### config.mk
export PLATFORM = sky130hd
export DESIGN_NAME = imm_gen_32bit
export DESIGN_NICKNAME = d
export VERILOG_FILES = /design/src/rtl/imm_gen_pkg.sv /design/src/rtl/imm_decode_comb.sv /design/src/rtl/imm_gen_32bit.sv
export SDC_FILE = /design/constraint.sdc
export NUM_CORES = 1
export LEC_CHECK = 0
export BUFFER_PORTS_ARGS = -buffer_cell sky130_fd_sc_hd__buf_2
export CORE_MARGIN = 5
export CORE_UTILIZATION = 40
export DETAILED_ROUTE_END_ITERATION = 16
export GPL_ROUTABILITY_DRIVEN = 1
export PLACE_DENSITY_LB_ADDON = 0.05
export SYNTH_ARGS = -nofsm -noshare
export SYNTH_HDL_FRONTEND = slang
export SYNTH_SLANG_ARGS = --single-unit
### constraint.sdc
create_clock -name clk -period 2.1 [get_ports clk]
set_input_delay 0.105 -clock clk [delete_from_list [all_inputs] [get_ports clk]]
set_output_delay 0.105 -clock clk [all_outputs]
set_load 0.01 [all_outputs]
### src/rtl/imm_gen_pkg.sv
// imm_gen_pkg: RV32I opcodes and immediate format tags shared by the immediate generator.
package imm_gen_pkg;
   localparam logic [6:0] OP_LUI    = 7'b0110111;
   localparam logic [6:0] OP_AUIPC  = 7'b0010111;
   localparam logic [6:0] OP_JAL    = 7'b1101111;
   localparam logic [6:0] OP_JALR   = 7'b1100111;
   localparam logic [6:0] OP_BRANCH = 7'b1100011;
   localparam logic [6:0] OP_LOAD   = 7'b0000011;
   localparam logic [6:0] OP_STORE  = 7'b0100011;
   localparam logic [6:0] OP_OPIMM  = 7'b0010011;
   localparam logic [6:0] OP_OP     = 7'b0110011;
   localparam logic [6:0] OP_FENCE  = 7'b0001111;
   localparam logic [6:0] OP_SYSTEM = 7'b1110011;
   localparam logic [2:0] IMM_NONE  = 3'd0;
   localparam logic [2:0] IMM_I     = 3'd1;
   localparam logic [2:0] IMM_S     = 3'd2;
   localparam logic [2:0] IMM_B     = 3'd3;
   localparam logic [2:0] IMM_U     = 3'd4;
   localparam logic [2:0] IMM_J     = 3'd5;
   localparam logic [2:0] IMM_Z     = 3'd6;
endpackage

### src/rtl/imm_decode_comb.sv
// imm_decode_comb: combinational RV32I opcode -> immediate/format decoder.
// Define CSR_ZIMM_EN to decode the 5-bit zimm of csrrwi/csrrsi/csrrci as IMM_Z.
module imm_decode_comb
   import imm_gen_pkg::*;
(
   input  logic [31:0] instruction,
   output logic [31:0] immediate,
   output logic [2:0]  imm_type,
   output logic        illegal
);
   logic [31:0] imm_i, imm_s, imm_b, imm_u, imm_j;
   assign imm_i = {{20{instruction[31]}}, instruction[31:20]};
   assign imm_s = {{20{instruction[31]}}, instruction[31:25], instruction[11:7]};
   assign imm_b = {{19{instruction[31]}}, instruction[31], instruction[7], instruction[30:25], instruction[11:8], 1'b0};
   assign imm_u = {instruction[31:12], 12'b0};
   assign imm_j = {{11{instruction[31]}}, instruction[31], instruction[19:12], instruction[20], instruction[30:21], 1'b0};
   always_comb begin
      immediate = '0;
      imm_type  = IMM_NONE;
      illegal   = 1'b0;
      case (instruction[6:0])
         OP_OPIMM, OP_LOAD, OP_JALR, OP_FENCE: begin
            immediate = imm_i;
            imm_type  = IMM_I;
         end
         OP_SYSTEM: begin
`ifdef CSR_ZIMM_EN
            immediate = instruction[14] ? {27'b0, instruction[19:15]} : imm_i;
            imm_type  = instruction[14] ? IMM_Z : IMM_I;
`else
            immediate = imm_i;
            imm_type  = IMM_I;
`endif
         end
         OP_STORE: begin
            immediate = imm_s;
            imm_type  = IMM_S;
         end
         OP_BRANCH: begin
            immediate = imm_b;
            imm_type  = IMM_B;
         end
         OP_LUI, OP_AUIPC: begin
            immediate = imm_u;
            imm_type  = IMM_U;
         end
         OP_JAL: begin
            immediate = imm_j;
            imm_type  = IMM_J;
         end
         OP_OP: ;
         default: illegal = 1'b1;
      endcase
   end
endmodule

### src/rtl/imm_gen_32bit.sv
// imm_gen_32bit: registered RV32I immediate generator; outputs hold while in_valid is low.
// Optional CSR_ZIMM_EN enables the IMM_Z format for CSR immediate instructions.
module imm_gen_32bit
   import imm_gen_pkg::*;
#(
   parameter int XLEN = 32
) (
   input  logic            clk,
   input  logic            rst,
   input  logic            in_valid,
   input  logic [31:0]     instruction,
   output logic            out_valid,
   output logic [XLEN-1:0] immediate,
   output logic [2:0]      imm_type,
   output logic            illegal
);
   logic [31:0] dec_imm;
   logic [2:0]  dec_type;
   logic        dec_ill;
   logic            valid_d, valid_q, ill_d, ill_q;
   logic [XLEN-1:0] imm_d, imm_q;
   logic [2:0]      type_d, type_q;
   imm_decode_comb u_dec (
      .instruction (instruction),
      .immediate   (dec_imm),
      .imm_type    (dec_type),
      .illegal     (dec_ill)
   );
   always_comb begin
      valid_d = in_valid;
      imm_d   = in_valid ? dec_imm  : imm_q;
      type_d  = in_valid ? dec_type : type_q;
      ill_d   = in_valid ? dec_ill  : ill_q;
   end
   always_ff @(posedge clk or posedge rst) begin
      if (rst) begin
         valid_q <= 1'b0;
         imm_q   <= '0;
         type_q  <= IMM_NONE;
         ill_q   <= 1'b0;
      end else begin
         valid_q <= valid_d;
         imm_q   <= imm_d;
         type_q  <= type_d;
         ill_q   <= ill_d;
      end
   end
   assign out_valid = valid_q;
   assign immediate = imm_q;
   assign imm_type  = type_q;
   assign illegal   = ill_q;
endmodule

=== After elaboration in Yosys (flattened, before gate mapping) ===
Cells that the tools add are included.

* Muxes and demuxes: 3
* Reduce and logical (&&, ||, !) cells: 3
* Equal/unequal tests: 11

{| class="wikitable"
|+ Operators with widths
! operator !! count
|-
| $pmux 32 s5 || 1
|-
| $eq 7x7->1 const B || 4
|-
| $eq 7x6->1 const B || 3
|-
| $pmux 3 s5 || 1
|-
| $eq 7x5->1 const B || 2
|-
| $reduce_or 11->1 || 1
|-
| $eq 7x2->1 const B || 1
|-
| $eq 7x4->1 const B || 1
|-
| $reduce_or 5->1 || 1
|-
| $reduce_or 2->1 || 1
|-
| $mux 1 || 1
|}

* Bits of input ports: 35
* Output and inout port bits: 37
* Flip-flop bits (word level): 37
* Logic and storage cells: 21

=== Logic depth before layout (Yosys ltp) ===
Gate-level depths: netlist of the first run.

* Word-level depth: 3
* Depth in mapped cells: 6
* Gate-level depth less buffers: 4

=== Hierarchy ===
A second synthesis of the first run with hierarchy kept.

* Cell total of the unflattened synthesis: 175
* Area total of the unflattened synthesis: 2,212.1 sq um

{| class="wikitable"
|+ By module, submodules not included
! module !! cells an instance !! sequential area each (sq um) !! area each (sq um) !! instances
|-
| imm_gen_32bit || 78 || 925.9 || 1,519.0 || 1
|-
| imm_decode_comb || 97 || 0.0 || 693.2 || 1
|}

=== Worst setup path before layout of the first run ===
OpenSTA, ideal clock, no wires.

* Path type: input to register
* From: input port instruction[4]
* To: register imm_q[29] (netlist: immediate[29])
* Data required time: 1.963 ns
* Stages: 6
* Path buffers: 2
* Arrival time: 1.154 ns
* Setup slack: 0.809 ns
* Library setup time: 0.137 ns
* Cells stage by stage: buf_4 > nand2b_1 > a21oi_4 > o41ai_2 > buf_6 > a22oi_2

* Longest elaborated chain between the ends: 3
* Elaborated cells on any way between the ends: 13
* Those cells by class: eq/ne (10); mux (1); reduce/logical (2)

{| class="wikitable"
|+ Ends and longest elaborated chain
! element !! line !! RTL
|-
| from (decl) || imm_gen_32bit.sv:11 || <nowiki>input logic [31:0] instruction,</nowiki>
|-
| $eq 7x5->1, or another cell as far along || imm_decode_comb.sv:21 || <nowiki>case (instruction[6:0])</nowiki>
|-
| $reduce_or 5->1 (no line) or $reduce_or 2->1 (tied branches) || - ||
|-
| $pmux 32 s5 * || imm_decode_comb.sv:21 ||
|-
| to (signal assigned) || imm_gen_32bit.sv:43 || <nowiki>imm_q <= imm_d;</nowiki>
|-
| to (decl) || imm_gen_32bit.sv:21 || <nowiki>logic [XLEN-1:0] imm_d, imm_q;</nowiki>
|}

Every way passes the cells marked *; elsewhere a longest branch is shown, timed or not.
A chain may end at the register's enable or synchronous reset.

=== Worst setup path after layout of the first run ===
* From: input port instruction[3]
* To: register imm_q[13] (netlist: immediate[13])

The elaborated chain is that of the path after synthesis.

==> results.sh, run 1 <==
export IMPL_status="finished, final reports clean"
export IMPL_ioPinCount=72
export IMPL_die_height_um=81.9
export IMPL_critPathCaptureType="register"
export IMPL_timing_setup_critical_path_class="primary input to register"
export IMPL_detailedRoute_firstIterationViolations=98
export IMPL_floorplan_initialDensity_pct=40.8
export IMPL_avg_cell_area_syn_sq_um=10.4
export IMPL_finalWorstPathRequiredPeriod_ns=1.30
export IMPL_worst_ir_drop_vdd_v=0.000282
export IMPL_postSynthCellCount=199
export IMPL_cts_setup_buffers=0
export IMPL_place_area_sq_um=2450
export IMPL_sequential_share_of_the_synthesized_area_pct=44.8
export IMPL_wire_length_of_the_first_global_routing_pass_um=9160
export IMPL_synth_edf_count=0
export IMPL_hold_slack_ns=0.0284
export IMPL_area_taken_by_flip_flops_and_latches_sq_um=926
export IMPL_finish_instance_area_sq_um=2550
export IMPL_synthArstFlopShare_pct=100
export IMPL_timing_final_max_slew_violations=0
export IMPL_placementRows=26
export IMPL_cts_repair_resize_count=0
export IMPL_synthToLayoutAreaGrowth_pct=23.4
export IMPL_min_period_over_period_pct=62.1
export IMPL_hold_violations=0
export IMPL_yosys_warnings=0
export IMPL_grt_overflow=0
export IMPL_data_arrival_critical_path_ns=1.50
export IMPL_via_count_of_the_first_global_routing_pass=1776
export IMPL_clkLatencyLatePin_ns=0.28
export IMPL_slowest_stage_cell_cp="nor4_4"
export IMPL_numPortBuffers=71
export IMPL_cts_num_sinks=37
export IMPL_synth_net_count=234
export IMPL_final_antenna_net_count=0
export IMPL_timing_critical_path_max_delay_family="simple AND/OR/NAND/NOR gates"
export IMPL_finalSetupTns_ns=0
export IMPL_layout_filler_cells=512
export IMPL_totalWireLength_um=5550
export IMPL_cts_tree="yes"
export IMPL_drt_vias_per_instance=5.20
export IMPL_yosys_most_used_dff="dfrtp_1"
export IMPL_post_cts_hold_buffer_count=1
export IMPL_gp_congestion=0.842
export IMPL_buf_inv_stages_crit_path=1
export IMPL_holdCritPathClass="primary input to register"
export IMPL_htree_num_levels=2
export IMPL_fmaxAchievable_mhz=766
export IMPL_drt_drc_violations_left=0
export IMPL_detailedRoute_firstPassIterationCount=4
export IMPL_tritoncts_num_buffers=5
export IMPL_slowest_delay_ns=0.46
export IMPL_dr_total_vias=1758
export IMPL_grt_util_all_layers_pct=17.8
export IMPL_maxSlewHeadroom_pct=66.4
export IMPL_clkTransAtPathRegs_ns=0.08
export IMPL_insertedDiodeCount=0
export IMPL_grt_setup_unrepaired="no"
export IMPL_crit_chain="buf_2 -> or2_4 -> nor4_4 -> nand3_2 -> o2111ai_1"
export IMPL_pin_count_of_the_biggest_net_entering_global_routing=38
export IMPL_post_drt_wl_per_cell_um=16.4
export IMPL_dp_hpwl_um=3930
export IMPL_worstPathRequired_ns=2.29
export IMPL_cts_root_buffer_cell="clkbuf_8"
export IMPL_cts_path_max_buffers=2
export IMPL_grt_antenna_before_repair=0
export IMPL_die_w_um=81.9
export IMPL_net_count_of_the_finished_layout=303
export IMPL_power_per_standard_cell_area_nw_per_um2=564
export IMPL_multiInputGateArea_sq_um=1000
export IMPL_post_route_cells_drive_above_1_share_pct=41.8
export IMPL_ys_types=51
export IMPL_worst_slew_pin_transition_ns=0.501
export IMPL_setup_worst_path_start_class="primary input"
export IMPL_core_area_sq_um=5070
export IMPL_die_area_sq_um=6710
export IMPL_postSynthRegisterBits=37
export IMPL_final_number_of_setup_violating_endpoints=0
export IMPL_cap_viol_max_count=0
export IMPL_p_leak_nw=1.24
export IMPL_layout_skew_ns=0
export IMPL_crit_fanout=10
export IMPL_synth_cell_area_sq_um=2070
-- sequential cells by signal (all words and copies together), names as in the netlist --
| signal | count |
|---|---|
| illegal | 1 |
| imm_type | 3 |
| immediate | 32 |
| out_valid | 1 |
-- report_power, final --
part           switching, W  internal, W
combinational      0.000130    0.0000819
sequential       0.00000782     0.000728
clock              0.000232     0.000260
total              0.000370      0.00107
-- cell families (layout without fill, tap and decap cells) --
kind of cell | Yosys count | in the layout | synth area share, %
XOR/XNOR | 1 | 1 | 0.424
AND/OR/NAND/NOR | 67 | 67 | 19.1
multiplexers | 2 | 2 | 1.09
AO/OA/AOI/OAI | 64 | 64 | 27.7
buffers and inverters | 28 | 97 | 6.90
flip-flops | 37 | 37 | 44.8
-- layer usage --
metal  track usage [%]  share of wire [%]  vias to the layer above
met1              25.7                 49                      830
met2              26.3                 44                       61
met5                 0                  0                        -
met3              5.37                7.3                        2
li1                  -                  -                      865
met4              3.49               0.36                        0
-- synthesized netlist by cell type (2+ instances only) --
master / count / area share (%)
a21o_1: 2 / 0.73
a21oi_1: 11 / 2.7
a22o_1: 7 / 3.0
a22oi_1: 2 / 0.73
a22oi_2: 10 / 6.0
and2_1: 2 / 0.60
and3_1: 2 / 0.60
buf_2: 3 / 0.73
buf_4: 3 / 1.1
buf_6: 3 / 1.6
clkbuf_1: 6 / 1.1
dfrtp_1: 37 / 45
inv_1: 13 / 2.4
mux2_2: 2 / 1.1
nand2_1: 34 / 6.2
nand3_1: 2 / 0.48
nor2_1: 4 / 0.73
nor2b_1: 4 / 1.2
nor4_4: 2 / 2.1
o2111ai_1: 9 / 3.8
o211ai_1: 5 / 1.8
o41ai_1: 4 / 1.7
or2_2: 4 / 1.2
-- cell type report --
| class | count | share of cell area [%] |
|---|---|---|
| multi-input cells | 134 | 39.2 |
| well taps | 70 | 3.43 |
| flip-flops and latches | 37 | 36.3 |
| inverters | 13 | 1.91 |
| clock buffers | 7 | 3.38 |
| repair buffers | 77 | 15.8 |
-- per-stage QoR --
step,cells,util [%],setup WS (ns),total power (W)
floorplan,199,-,0.809,0.000882
global placement,330,48.4,0.516,0.000962
detailed placement,330,48.4,0.484,0.000961
CTS,338,50.3,0.792,0.00146
global route,338,50.3,0.664,0.00151
finish,338,50.3,0.795,0.00144
-- final timing paths --
check	slack, ns	end	start	depth (start not counted)
min in group asynchronous	0.47	immediate[0]$_DFFE_PP0P_	rst	4
hold / removal	0.03	immediate[17]$_DFFE_PP0P_	instruction[17]	3
setup / recovery	0.80	immediate[13]$_DFFE_PP0P_	instruction[3]	5
hold reg to reg	0.49	immediate[31]$_DFFE_PP0P_	immediate[31]$_DFFE_PP0P_	1
setup reg to reg	1.02	immediate[1]$_DFFE_PP0P_	immediate[1]$_DFFE_PP0P_	4
max in group asynchronous	1.29	immediate[7]$_DFFE_PP0P_	rst	4
-- cell usage in the layout, fill, tap and decap left out, types with 2 or more instances in the layout --
cell type | netlist | layout
a21o_1 | 2 | 2
a21oi_1 | 11 | 11
a22o_1 | 7 | 7
a22oi_1 | 2 | 2
a22oi_2 | 10 | 10
and2_1 | 2 | 2
and3_1 | 2 | 2
buf_2 | 3 | 71
buf_4 | 3 | 5
clkbuf_8 | 0 | 6
dfrtp_1 | 37 | 37
inv_1 | 13 | 13
mux2_2 | 2 | 2
nand2_1 | 34 | 34
nand3_1 | 2 | 2
nor2_1 | 4 | 4
nor2b_1 | 4 | 4
nor4_4 | 2 | 2
o2111ai_1 | 9 | 9
o211ai_1 | 5 | 5
o41ai_1 | 4 | 4
or2_2 | 4 | 4
-- worst register-to-register path, stage by stage, from the launching register on --
cell     delay (ns)
dfrtp_1        0.39
nor2b_1        0.16
or2_2          0.28
o41ai_1        0.06
a21oi_1        0.07
(Power assumes the default switching activity.)
==> run 2: changes to the inputs <==
ABC_AREA = 1   (was not set)
clock period = 1.3 ns   (was 2.1 ns; I/O delays follow)
==> results.sh, run 2 <==
export IMPL_layout_common_cells="nand2_1, buf_2, dfrtp_1"
export IMPL_grt_util_all_layers_pct=17.1
export IMPL_synthToLayoutAreaGrowth_pct=30.0
export IMPL_final_antenna_net_count=0
export IMPL_leading_cell_type_by_number_of_instances_after_synthesis="nand2_1"
export IMPL_sequential_share_of_the_synthesized_area_pct=43.2
export IMPL_finish_instance_area_sq_um=2780
export IMPL_wire_length_of_the_first_global_routing_pass_um=9760
export IMPL_netlist_top_cells_count="nand2_1, dfrtp_1, nor2_1"
export IMPL_insertedDiodeCount=0
export IMPL_min_period_over_period_pct=77.4
export IMPL_timing_setup_critical_path_class="primary input to register"
export IMPL_power_per_standard_cell_area_nw_per_um2=928
export IMPL_critPathCaptureType="register"
export IMPL_synth_top_cell_area_share_pct=43.2
export IMPL_htree_num_levels=2
export IMPL_synthArstFlopShare_pct=100
export IMPL_tritoncts_num_buffers=5
export IMPL_worst_slew_pin_transition_ns=0.462
export IMPL_postSynthRegisterBits=37
export IMPL_detailedRoute_firstPassIterationCount=4
export IMPL_ys_types=19
export IMPL_synth_cell_area_sq_um=2140
export IMPL_cts_tree="yes"
export IMPL_detailedRoute_firstIterationViolations=91
export IMPL_timing_final_max_slew_violations=0
export IMPL_finalWorstPathRequiredPeriod_ns=1.01
export IMPL_die_height_um=83.2
export IMPL_fmaxAchievable_mhz=994
export IMPL_hold_violations=0
export IMPL_reg2reg_slack_ns=0.67
export IMPL_clkLatencyLatePin_ns=0.29
export IMPL_setup_worst_path_start_class="primary input"
export IMPL_dp_hpwl_um=4240
export IMPL_totalWireLength_um=5420
export IMPL_gp_congestion=0.851
export IMPL_pin_count_of_the_biggest_net_entering_global_routing=38
export IMPL_synth_net_count=356
export IMPL_cts_setup_buffers=0
export IMPL_synth_edf_count=0
export IMPL_status="finished, final reports clean"
export IMPL_holdCritPathClass="primary input to register"
export IMPL_largest_register_ffs=32
export IMPL_cts_num_sinks=37
export IMPL_via_count_of_the_first_global_routing_pass=2176
export IMPL_post_drt_wl_per_cell_um=11.4
export IMPL_place_area_sq_um=2660
export IMPL_yosys_warnings=0
export IMPL_drt_vias_per_instance=4.50
export IMPL_grt_overflow=0
export IMPL_clkTransAtPathRegs_ns=0.07
export IMPL_numPortBuffers=71
export IMPL_grt_setup_unrepaired="no"
export IMPL_maxSlewHeadroom_pct=69.2
export IMPL_slowest_delay_ns=0.19
export IMPL_worstPathRequired_ns=1.53
export IMPL_crit_fanout=10
export IMPL_net_count_of_the_finished_layout=441
export IMPL_slowest_stage_cell_cp="nand2_2"
export IMPL_cap_viol_max_count=0
export IMPL_drt_drc_violations_left=0
export IMPL_die_w_um=83.2
export IMPL_layout_skew_ns=0
export IMPL_synth_area_top_cells="dfrtp_1, nand2_1, nand3_1"
export IMPL_leading_cell_type_in_the_layout_fill_and_taps_excluded="nand2_1"
export IMPL_final_number_of_setup_violating_endpoints=0
export IMPL_yosysTopAreaCell="dfrtp_1"
export IMPL_finalSetupTns_ns=0
export IMPL_ioPinCount=72
export IMPL_p_leak_nw=1.85
export IMPL_post_route_cells_drive_above_1_share_pct=27.5
export IMPL_cts_root_buffer_cell="clkbuf_8"
export IMPL_crit_chain="buf_2 -> nand2_1 -> buf_4 -> nor2_2 -> nand2_2 -> nand2_2 -> nand2_1 -> and2b_1 -> nand2_1 -> nand2_1 -> nand2_1"
export IMPL_core_area_sq_um=5140
export IMPL_data_arrival_critical_path_ns=1.24
export IMPL_yosys_most_used_dff="dfrtp_1"
export IMPL_grt_antenna_before_repair=0
export IMPL_floorplan_initialDensity_pct=41.7
export IMPL_final_cell_count_no_fill=477
export IMPL_dr_total_vias=2146
export IMPL_worst_path_most_repeated_cell="nand2_1"
export IMPL_dp_cells=468
export IMPL_worst_ir_drop_vdd_v=0.000428
export IMPL_die_area_sq_um=6910
export IMPL_cts_path_max_buffers=2
export IMPL_placementRows=26
export IMPL_p_total_w=0.00258
export IMPL_hold_slack_ns=0.0291
export IMPL_postSynthCellCount=321
export IMPL_avg_cell_area_syn_sq_um=6.67
==> run 2: cell types whose count changed after synthesis, sizes merged, moves of 10 or more <==
cell / change
nand3: +23
o2111ai: -10
a21oi: -12
nor2: +30
nand2: +139
a22oi: -12
==> run 2: worst max-delay path: cells and delay by family <==
family                 cells  cell delay, ns
AND/OR/NAND/NOR            9            0.94
buffers and inverters      2            0.22
==> run 2: layer usage <==
metal | part of all wire, % | wire (um) | GRT usage, %
met2 | 46 | 2520 | 29.4
met1 | 46 | 2500 | 20.5
met3 | 5.7 | 311 | 4.85
met5 | 0 | 0 | 0
met4 | 1.6 | 89 | 5.50
==> run 2: final timing paths <==
kind,start,depth (start not counted),end
setup / recovery,instruction[1],11,immediate[19]$_DFFE_PP0P_
hold / removal,in_valid,1,out_valid$_DFF_PP0_
setup reg to reg,imm_type[2]$_DFFE_PP0P_,2,imm_type[2]$_DFFE_PP0P_
hold reg to reg,immediate[23]$_DFFE_PP0P_,2,immediate[23]$_DFFE_PP0P_
max in group asynchronous,rst,4,immediate[5]$_DFFE_PP0P_
min in group asynchronous,rst,4,immediate[13]$_DFFE_PP0P_
==> run 2: stage by stage <==
step / setup slack (ns) / util, %
3_3_place_gp: 0.00563 / 51.7
6_report: 0.294 / 54.2
3_5_place_dp: -0.0181 / 51.7
2_1_floorplan: 0.187 / -
4_1_cts: 0.282 / 54.2
5_1_grt: 0.133 / 54.2
==> run 2: logic make-up (layout without fill, tap and decap cells) <==
logic type	after synthesis	after routing	synth area share, %
AO/OA/AOI/OAI	8	8	1.87
flip-flops	37	37	43.2
buffers and inverters	33	119	7.13
AND/OR/NAND/NOR	243	243	47.7
==> run 2: what timing repair did <==
action                                  in CTS  in global routing
hold endpoints to repair                    37                  0
endpoints found under the setup margin       0                  0
resized for setup                            0                  0
hold buffers                                 1                  0
==> run 2: power breakdown <==
group | switching, W | internal [W] | leakage, nW
Sequential | 0.0000185 | 0.00119 | 0.506
Combinational | 0.000207 | 0.000130 | 1.29
Clock | 0.000410 | 0.000625 | 0.0585
Total | 0.000635 | 0.00195 | 1.85
==> run 2: layout make-up <==
cell class	instances	area, sq um
well taps	70	87.6
clock inverters	1	30.0
flip-flops and latches	37	926
fillers	568	2360
repair buffers	90	513
multi-input cells	251	1060
clock buffers	7	86.3
inverters	21	78.8
==> run 3: changes to the inputs <==
clock period = 1 ns   (was 1.3 ns; I/O delays follow)
==> results.sh, run 3 (synthesis results as in run 2) <==
export IMPL_net_count_of_the_finished_layout=458
export IMPL_drt_vias_per_instance=4.60
export IMPL_worstPathRequired_ns=1.23
export IMPL_detailedRoute_firstPassIterationCount=5
export IMPL_holdCritPathClass="primary input to register"
export IMPL_timing_final_max_slew_violations=0
export IMPL_buf_inv_stages_crit_path=2
export IMPL_dr_total_vias=2274
export IMPL_status="finished, final reports clean"
export IMPL_drt_drc_violations_left=0
export IMPL_cts_tree="yes"
export IMPL_via_count_of_the_first_global_routing_pass=2158
export IMPL_ioPinCount=72
export IMPL_layout_skew_ns=0
export IMPL_tritoncts_num_buffers=5
export IMPL_die_w_um=83.2
export IMPL_pin_count_of_the_biggest_net_entering_global_routing=38
export IMPL_finalSetupTns_ns=0
export IMPL_crit_chain="buf_2 -> inv_2 -> nand2_2 -> nor2_4 -> nand3_4 -> nand2_2 -> and2b_1 -> nand2_1 -> nand2_1 -> nand2_1"
export IMPL_reg2reg_slack_ns=0.36
export IMPL_die_height_um=83.2
export IMPL_wire_length_of_the_first_global_routing_pass_um=10000
export IMPL_crit_fanout=6
export IMPL_post_route_cells_drive_above_1_share_pct=33.0
export IMPL_grt_overflow=0
export IMPL_placementRows=26
export IMPL_setup_worst_path_start_class="primary input"
export IMPL_dr_wl_met2_um=2870
export IMPL_floorplan_initialDensity_pct=41.7
export IMPL_detailroute_wirelength_met3_um=390
export IMPL_slowest_stage_cell_cp="nor2_4"
export IMPL_routedLengthMet1_um=2800
export IMPL_final_number_of_setup_violating_endpoints=0
export IMPL_grt_antenna_before_repair=0
export IMPL_leading_cell_type_in_the_layout_fill_and_taps_excluded="nand2_1"
export IMPL_die_area_sq_um=6910
export IMPL_dp_cells=478
export IMPL_top_layer_used="met4"
export IMPL_worst_ir_drop_vdd_v=0.000698
export IMPL_post_drt_wl_per_cell_um=12.4
export IMPL_worst_slew_pin_transition_ns=0.252
export IMPL_final_cell_count_no_fill=494
export IMPL_dp_hpwl_um=4430
export IMPL_critPathCaptureType="register"
export IMPL_core_area_sq_um=5140
export IMPL_fmaxAchievable_mhz=1060
export IMPL_hold_violations=0
export IMPL_p_leak_nw=1.99
export IMPL_maxSlewHeadroom_pct=83.1
export IMPL_min_period_over_period_pct=94.8
export IMPL_grt_util_all_layers_pct=17.4
export IMPL_largest_register_ffs=32
export IMPL_finalWorstPathRequiredPeriod_ns=0.948
export IMPL_final_util_pct=60.1
export IMPL_timing_setup_critical_path_class="primary input to register"
export IMPL_grt_setup_unrepaired="yes"
export IMPL_clkTransAtPathRegs_ns=0.08
export IMPL_numPortBuffers=71
export IMPL_cts_path_max_buffers=2
export IMPL_layout_common_cells="nand2_1, buf_2, dfrtp_1"
export IMPL_slowest_delay_ns=0.24
export IMPL_htree_num_levels=2
export IMPL_worst_path_most_repeated_cell="nand2_1"
export IMPL_timing_critical_path_max_delay_family="simple AND/OR/NAND/NOR gates"
export IMPL_power_per_standard_cell_area_nw_per_um2=1010
export IMPL_insertedDiodeCount=0
export IMPL_final_antenna_net_count=0
export IMPL_gp_congestion=0.835
export IMPL_detailedRoute_firstIterationViolations=94
export IMPL_clkLatencyLatePin_ns=0.28
export IMPL_cap_viol_max_count=0
export IMPL_cts_root_buffer_cell="clkbuf_8"
export IMPL_synthToLayoutAreaGrowth_pct=44.2
export IMPL_data_arrival_critical_path_ns=1.18
export IMPL_cts_num_sinks=37
export IMPL_totalWireLength_um=6130
==> run 3: changes by cell type in the layout (fill, tap and decap cells not counted), moves of 3 or more <==
cell     previous run  this run
buf_4              17        28
nand3_1            26        21
nand2_1           166       163
nor2_4              1         6
buf_12              1         4
nand2_4             1         6
nor2_2              4         1
nand3_2             0         3
==> run 3: where the power goes <==
| part | switching [W] | internal [W] | leakage [nW] |
|---|---|---|---|
| Sequential | 0.0000252 | 0.00155 | 0.506 |
| Combinational | 0.000313 | 0.000216 | 1.44 |
| Clock | 0.000533 | 0.000483 | 0.0450 |
==> run 3: final timing paths <==
| kind | from | endpoint | depth (start not counted) |
|---|---|---|---|
| min in group asynchronous | rst | immediate[16]$_DFFE_PP0P_ | 4 |
| max in group asynchronous | rst | imm_type[2]$_DFFE_PP0P_ | 4 |
| max | instruction[2] | immediate[13]$_DFFE_PP0P_ | 10 |
| min | instruction[27] | immediate[7]$_DFFE_PP0P_ | 5 |
| min reg2reg | immediate[22]$_DFFE_PP0P_ | immediate[22]$_DFFE_PP0P_ | 2 |
| max reg2reg | imm_type[2]$_DFFE_PP0P_ | imm_type[2]$_DFFE_PP0P_ | 2 |
==> run 3: per-layer routing <==
layer | up-vias | track usage (%)
met2 | 65 | 28.4
met4 | 0 | 4.01
met5 | - | 0
met3 | 5 | 5.05
met1 | 1017 | 23.0
li1 | 1187 | -
==> run 3: final cells by class <==
class	count	area, sq um
Multi-Input combinational cell	253	1210
Timing Repair Buffer	105	687
Tap cell	70	87.6
Sequential cell	37	926
Clock buffer	6	72.6
Inverter	21	91.3
Clock inverter	2	10.0
Fill cell	528	2050
==> run 3: worst min-delay path, stage by stage <==
cell and delay [ns]:
buf_2 0.09, nand2_1 0.05, inv_1 0.04, nand2_1 0.04, nand2_1 0.05
==> run 3: metrics by stage <==
| stage | worst slack, ns | total power, W | instance area, sq um | hold slack [ns] |
|---|---|---|---|---|
| after floorplan | 0.00117 | 0.00185 | 2220 | 0.0814 |
| after global placement | -0.244 | 0.00211 | 2850 | 0.115 |
| after detailed placement | -0.269 | 0.00211 | 2850 | 0.116 |
| after CTS | 0.0271 | 0.00313 | 2940 | 0.0730 |
| after global routing | -0.0166 | 0.00330 | 3090 | 0.0831 |
| final | 0.0525 | 0.00312 | 3090 | 0.0686 |
==> run 3: repair_timing <==
action | CTS | global route
buffers inserted | 0 | 4
endpoints found under the hold margin | 37 | 0
resized for setup | 0 | 19
endpoints found under the setup margin | 0 | 27
hold buffers | 1 | 0
